## config.mk

```make
export PLATFORM = sky130hd
export DESIGN_NAME = dmem_arbiter
export DESIGN_NICKNAME = d
export VERILOG_FILES = /design/src/rtl/dmem_arb_pkg.sv /design/src/rtl/dmem_port_mux.sv /design/src/rtl/dmem_arbiter.sv
export SDC_FILE = /design/constraint.sdc
export NUM_CORES = 1
export LEC_CHECK = 0
export CORE_AREA = 2 2 116 118
export CTS_CLUSTER_DIAMETER = 60
export DETAILED_ROUTE_END_ITERATION = 10
export DIE_AREA = 0 0 118 120
export PLACE_DENSITY = 0.64
export SLEW_MARGIN = 20
export SYNTH_ARGS = -nofsm -noshare
export SYNTH_HDL_FRONTEND = slang
export SYNTH_SLANG_ARGS = --single-unit
```

## constraint.sdc

```tcl
create_clock -name clk -period 2.1 [get_ports clk]
set_input_delay 0.21 -clock clk [delete_from_list [all_inputs] [get_ports clk]]
set_output_delay 0.21 -clock clk [all_outputs]
set_load 0.005 [all_outputs]
```

## src/rtl/dmem_arb_pkg.sv

```systemverilog
// Shared types and helpers for the data-memory arbiter slice.
// Ownership encoding, default bus widths and counter sizing.
package dmem_arb_pkg;

    typedef enum logic {
        OWN_CORE = 1'b0,
        OWN_DMA  = 1'b1
    } own_e;

    localparam int DEF_ADDR_W = 32;
    localparam int DEF_DATA_W = 32;

    // Bits needed to hold values 0..n inclusive; never less than one bit.
    function automatic int cnt_w(input int n);
        int w;
        w = 1;
        while ((1 << w) < (n + 1)) begin
            w = w + 1;
        end
        return w;
    endfunction

endpackage

```

## src/rtl/dmem_port_mux.sv

```systemverilog
// Combinational memory-port steering: picks the owning requester's
// address, write data and write enable (enable gated by that requester's req).
module dmem_port_mux
    import dmem_arb_pkg::*;
#(
    parameter int ADDR_W = DEF_ADDR_W,
    parameter int DATA_W = DEF_DATA_W
) (
    input  logic              owner,
    input  logic              core_req,
    input  logic              core_we,
    input  logic [ADDR_W-1:0] core_addr,
    input  logic [DATA_W-1:0] core_wdata,
    input  logic              dma_req,
    input  logic              dma_we,
    input  logic [ADDR_W-1:0] dma_addr,
    input  logic [DATA_W-1:0] dma_wdata,
    output logic [ADDR_W-1:0] mem_addr,
    output logic [DATA_W-1:0] mem_wdata,
    output logic              mem_we
);

    always_comb begin
        mem_addr  = core_addr;
        mem_wdata = core_wdata;
        mem_we    = core_req & core_we;
        if (owner == OWN_DMA) begin
            mem_addr  = dma_addr;
            mem_wdata = dma_wdata;
            mem_we    = dma_req & dma_we;
        end
    end

endmodule

```

## src/rtl/dmem_arbiter.sv

```systemverilog
// Arbitrates the single-port data memory between the core load/store path
// and a DMA port, with bounded DMA bursts and bounded DMA starvation.
module dmem_arbiter
    import dmem_arb_pkg::*;
#(
    parameter int ADDR_W    = DEF_ADDR_W,
    parameter int DATA_W    = DEF_DATA_W,
    parameter int MAX_BURST = 4,
    parameter int MAX_WAIT  = 2
) (
    input  logic              clk,
    input  logic              rst,
    input  logic              core_req,
    input  logic              core_we,
    input  logic [ADDR_W-1:0] core_addr,
    input  logic [DATA_W-1:0] core_wdata,
    output logic [DATA_W-1:0] core_rdata,
    output logic              core_stall,
    input  logic              dma_req,
    input  logic              dma_we,
    input  logic [ADDR_W-1:0] dma_addr,
    input  logic [DATA_W-1:0] dma_wdata,
    input  logic              dma_last,
    output logic              dma_gnt,
    output logic [DATA_W-1:0] dma_rdata,
    output logic [ADDR_W-1:0] mem_addr,
    output logic [DATA_W-1:0] mem_wdata,
    output logic              mem_we,
    input  logic [DATA_W-1:0] mem_rdata,
    output logic              owner
);

    localparam int BW = cnt_w(MAX_BURST);
    localparam int WW = cnt_w(MAX_WAIT);
    localparam logic [BW-1:0] BEAT_LAST = BW'(MAX_BURST - 1);
    localparam logic [WW-1:0] WAIT_LAST = WW'(MAX_WAIT - 1);
    localparam logic [WW-1:0] WAIT_SAT  = WW'(MAX_WAIT);

    own_e          state;
    own_e          state_nxt;
    logic [BW-1:0] beat_cnt;
    logic [WW-1:0] wait_cnt;
    logic          handover;
    logic          dma_exit;

    // Handover is decided in OWN_CORE; the DMA's first beat lands one cycle later.
    assign handover = dma_req & (~core_req | (wait_cnt == WAIT_LAST));
    // In OWN_DMA every cycle with dma_req high is a beat, so req=0 also ends ownership.
    assign dma_exit = ~dma_req | dma_last | (beat_cnt == BEAT_LAST);

    always_ff @(posedge clk or negedge rst) begin
        if (!rst) begin
            state <= OWN_CORE;
        end else begin
            state <= state_nxt;
        end
    end

    always_comb begin
        state_nxt = state;
        case (state)
            OWN_CORE: if (handover) state_nxt = OWN_DMA;
            OWN_DMA:  if (dma_exit) state_nxt = OWN_CORE;
            default:  state_nxt = OWN_CORE;
        endcase
    end

    always_comb begin
        owner      = state;
        dma_gnt    = 1'b0;
        core_stall = 1'b0;
        if (state == OWN_DMA) begin
            dma_gnt    = dma_req;
            core_stall = core_req;
        end
    end

    // Saturating counters so neither can wrap regardless of parameters.
    always_ff @(posedge clk or negedge rst) begin
        if (!rst) begin
            beat_cnt <= '0;
            wait_cnt <= '0;
        end else if (state == OWN_CORE) begin
            beat_cnt <= '0;
            if (!dma_req) begin
                wait_cnt <= '0;
            end else if (core_req && (wait_cnt != WAIT_SAT)) begin
                wait_cnt <= wait_cnt + 1'b1;
            end
        end else begin
            if (dma_exit) begin
                beat_cnt <= '0;
                wait_cnt <= '0;
            end else begin
                beat_cnt <= beat_cnt + 1'b1;
            end
        end
    end

    dmem_port_mux #(
        .ADDR_W(ADDR_W),
        .DATA_W(DATA_W)
    ) u_port_mux (
        .owner      (state),
        .core_req   (core_req),
        .core_we    (core_we),
        .core_addr  (core_addr),
        .core_wdata (core_wdata),
        .dma_req    (dma_req),
        .dma_we     (dma_we),
        .dma_addr   (dma_addr),
        .dma_wdata  (dma_wdata),
        .mem_addr   (mem_addr),
        .mem_wdata  (mem_wdata),
        .mem_we     (mem_we)
    );

    assign core_rdata = mem_rdata;
    assign dma_rdata  = mem_rdata;

endmodule

```

==> flow_summary.toml <==
[worst_setup_path]
r2r_end = "wait_cnt[0]"
crit_required_ns = 1.89
worstSetupPathType = "reg -> out"
start_kind = "register"
regToRegSetupSlack_ns = 0.70
worstRegToRegCells = 4
critical_path.startpoint = "owner"
endpoint_kind = "primary output"
r2r_start = "owner"
cp.arrival_ns = 1.76
worst-path-max-fanout = 21

[layout]
finalNetCount = 480
post-route-util = 0.277
antenna_cells = 0
drive_above_1_share = 0.256
final_cells = 484
area_delta_synth_final_pct = 109

[yosys]
synth_area_mm2 = 0.00172
syn_avg_cell_area_um2 = 10.3
synth.distinct_cells = 21
syn_inst = 168
synth_nets = 339
yosys_warnings = 0
seq_area_frac_synth = 0.0871
synth-seq-cells = 6

[pwr]
ir_worst_vdd_mv = 0.222
cellPowerDensity_mw_per_mm2 = 395
leakage_nw = 1.39

[global_route]
grtUsageTotal = 0.0846
grt_start_max_net_pins = 22
antenna_found_initial = 0
grt_overflow = 0
grt_pass1_vias = 1810
grt_pass1_wl_um = 9440

[routing]
first_iter_violations = 13
vias = 1711
finalWirelength_um = 6590
drc = 0
wl_per_cell_um = 13.6
firstDrtPassIters = 3
viasPerCell = 3.54
drtAntennaViolNets = 0

[cts]
clkLatencyLatePin_ns = 0.23
cts_tree = "built"
cts.sinks = 6
clkTransAtPathRegs_ns = 0.04
clockBufferDepth = 2
numCtsBuffers = 3
h-tree-depth = 1
clockRootBuffer = "clkbuf_16"

[floorplanning]
dieWidth_um = 118
io_pins = 299
core_area_mm2 = 0.0130
die_area_mm2 = 0.0142
die_height_um = 120
num_rows = 42
start_util = 0.133

[timing]
max_freq_mhz = 507
relSlewSlack = 0.817
rsz0062_at_grt = "false"
finClkSkew_ns = 0.00394
finalCritPeriodShare = 0.939
tightest_slew_ns = 0.274
final.min_clock_period_ns = 1.97
final_hold_viol_count = 0
setup_violations = 0
final.setup.tns_ns = 0
drv_slew = 0

[placed_design]
gp_congestion = 0.740
place_inst = 478
dp.final_hpwl_um = 5700
io_buffers = 202

[min_path]
holdCritPathClass = "in -> async"

[run_status]
outcome = "finished, final reports clean"

[flow_run]
max_cap_violations = 0
-- flip-flops by register name, indices dropped and copies added (netlist names) --
| register | count |
|---|---|
| beat_cnt | 3 |
| owner | 1 |
| wait_cnt | 2 |
-- worst max-delay path by stage --
stage | depth (start not counted) | endpoint | slack (ns)
3_3_place_gp | 3 | mem_wdata[4] | 0.16
3_5_place_dp | 3 | mem_wdata[16] | 0.15
2_1_floorplan | 4 | mem_addr[0] | 0.81
4_1_cts | 3 | mem_wdata[4] | 0.02
5_1_grt | 3 | mem_addr[23] | 0.06
6_report | 3 | mem_addr[1] | 0.13
-- what timing repair did --
item | in CTS | in global routing
endpoints found under the hold margin | 0 | 0
setup endpoints to repair | 44 | 33
hold buffers | 0 | 0
gates resized for setup | 1 | 0
setup buffers | 1 | 1
-- synth_stat cells, drive strengths merged --
library cell | n | area [µm²]
buf | 72 | 552
mux2 | 65 | 841
dfrtp | 6 | 150
ha | 4 | 50.1
inv | 4 | 15.0
and2 | 3 | 20.0
nor2 | 3 | 11.3
nand2b | 2 | 20.0
o21ai | 2 | 10.0
a31oi | 1 | 6.26
a32o | 1 | 10.0
and4bb | 1 | 12.5
nand2 | 1 | 6.26
nor2b | 1 | 6.26
o22ai | 1 | 6.26
or3 | 1 | 6.26
-- cells by family after synthesis --
family | synth area share
fa+ha+maj | 0.0290
simple gates | 0.0479
compound gates | 0.0189
flops | 0.0871
mux | 0.488
buf+inv | 0.329
-- metrics by stage --
stage | total power, mW | cell area, µm² | hold slack [ns] | worst slack (ns)
2_1_floorplan | 0.591 | 1720 | -0.0856 | 0.811
3_3_place_gp | 1.09 | 3480 | 0.418 | 0.162
3_5_place_dp | 1.10 | 3480 | 0.420 | 0.153
4_1_cts | 1.44 | 3580 | 0.228 | 0.0198
5_1_grt | 1.50 | 3600 | 0.250 | 0.0637
6_report | 1.42 | 3600 | 0.223 | 0.128
-- final cells by class --
cell class	count	area [µm²]
Inverter	4	15.0
Clock buffer	4	78.8
Fill cell	1372	9380
Multi-Input combinational cell	86	1010
Timing Repair Buffer	208	2120
Tap cell	176	220
Sequential cell	6	154
-- report_power, final --
group	internal [mW]	leakage [nW]	switching (mW)
registers	0.125	0.0800	0.0159
logic	0.708	1.27	0.255
clock network	0.252	0.0382	0.0661
total	1.09	1.39	0.337
-- cell usage in the layout, fill, tap and decap left out, types with 2 or more instances in the layout --
cell | netlist | layout
ha_1 | 4 | 4
and2_1 | 2 | 2
o21ai_0 | 2 | 2
mux2_4 | 29 | 29
nor2_1 | 3 | 3
inv_1 | 4 | 4
clkdlybuf4s50_1 | 0 | 202
mux2_2 | 36 | 36
buf_12 | 0 | 4
clkbuf_16 | 0 | 3
dfrtp_1 | 6 | 5
-- layer usage --
layer,share of wire,routed length [µm],track usage
met1,0.34,2210,0.0843
met2,0.53,3480,0.162
met3,0.12,759,0.0276
met4,0.020,133,0.0316
met5,0,0,0
-- worst max-delay path, stage by stage, from the launching register on --
cell,delay (ns)
dfrtp_4,0.53
buf_12,0.22
mux2_4,0.31
clkdlybuf4s50_1,0.45
No activity file was read; power rests on OpenSTA's default activity.
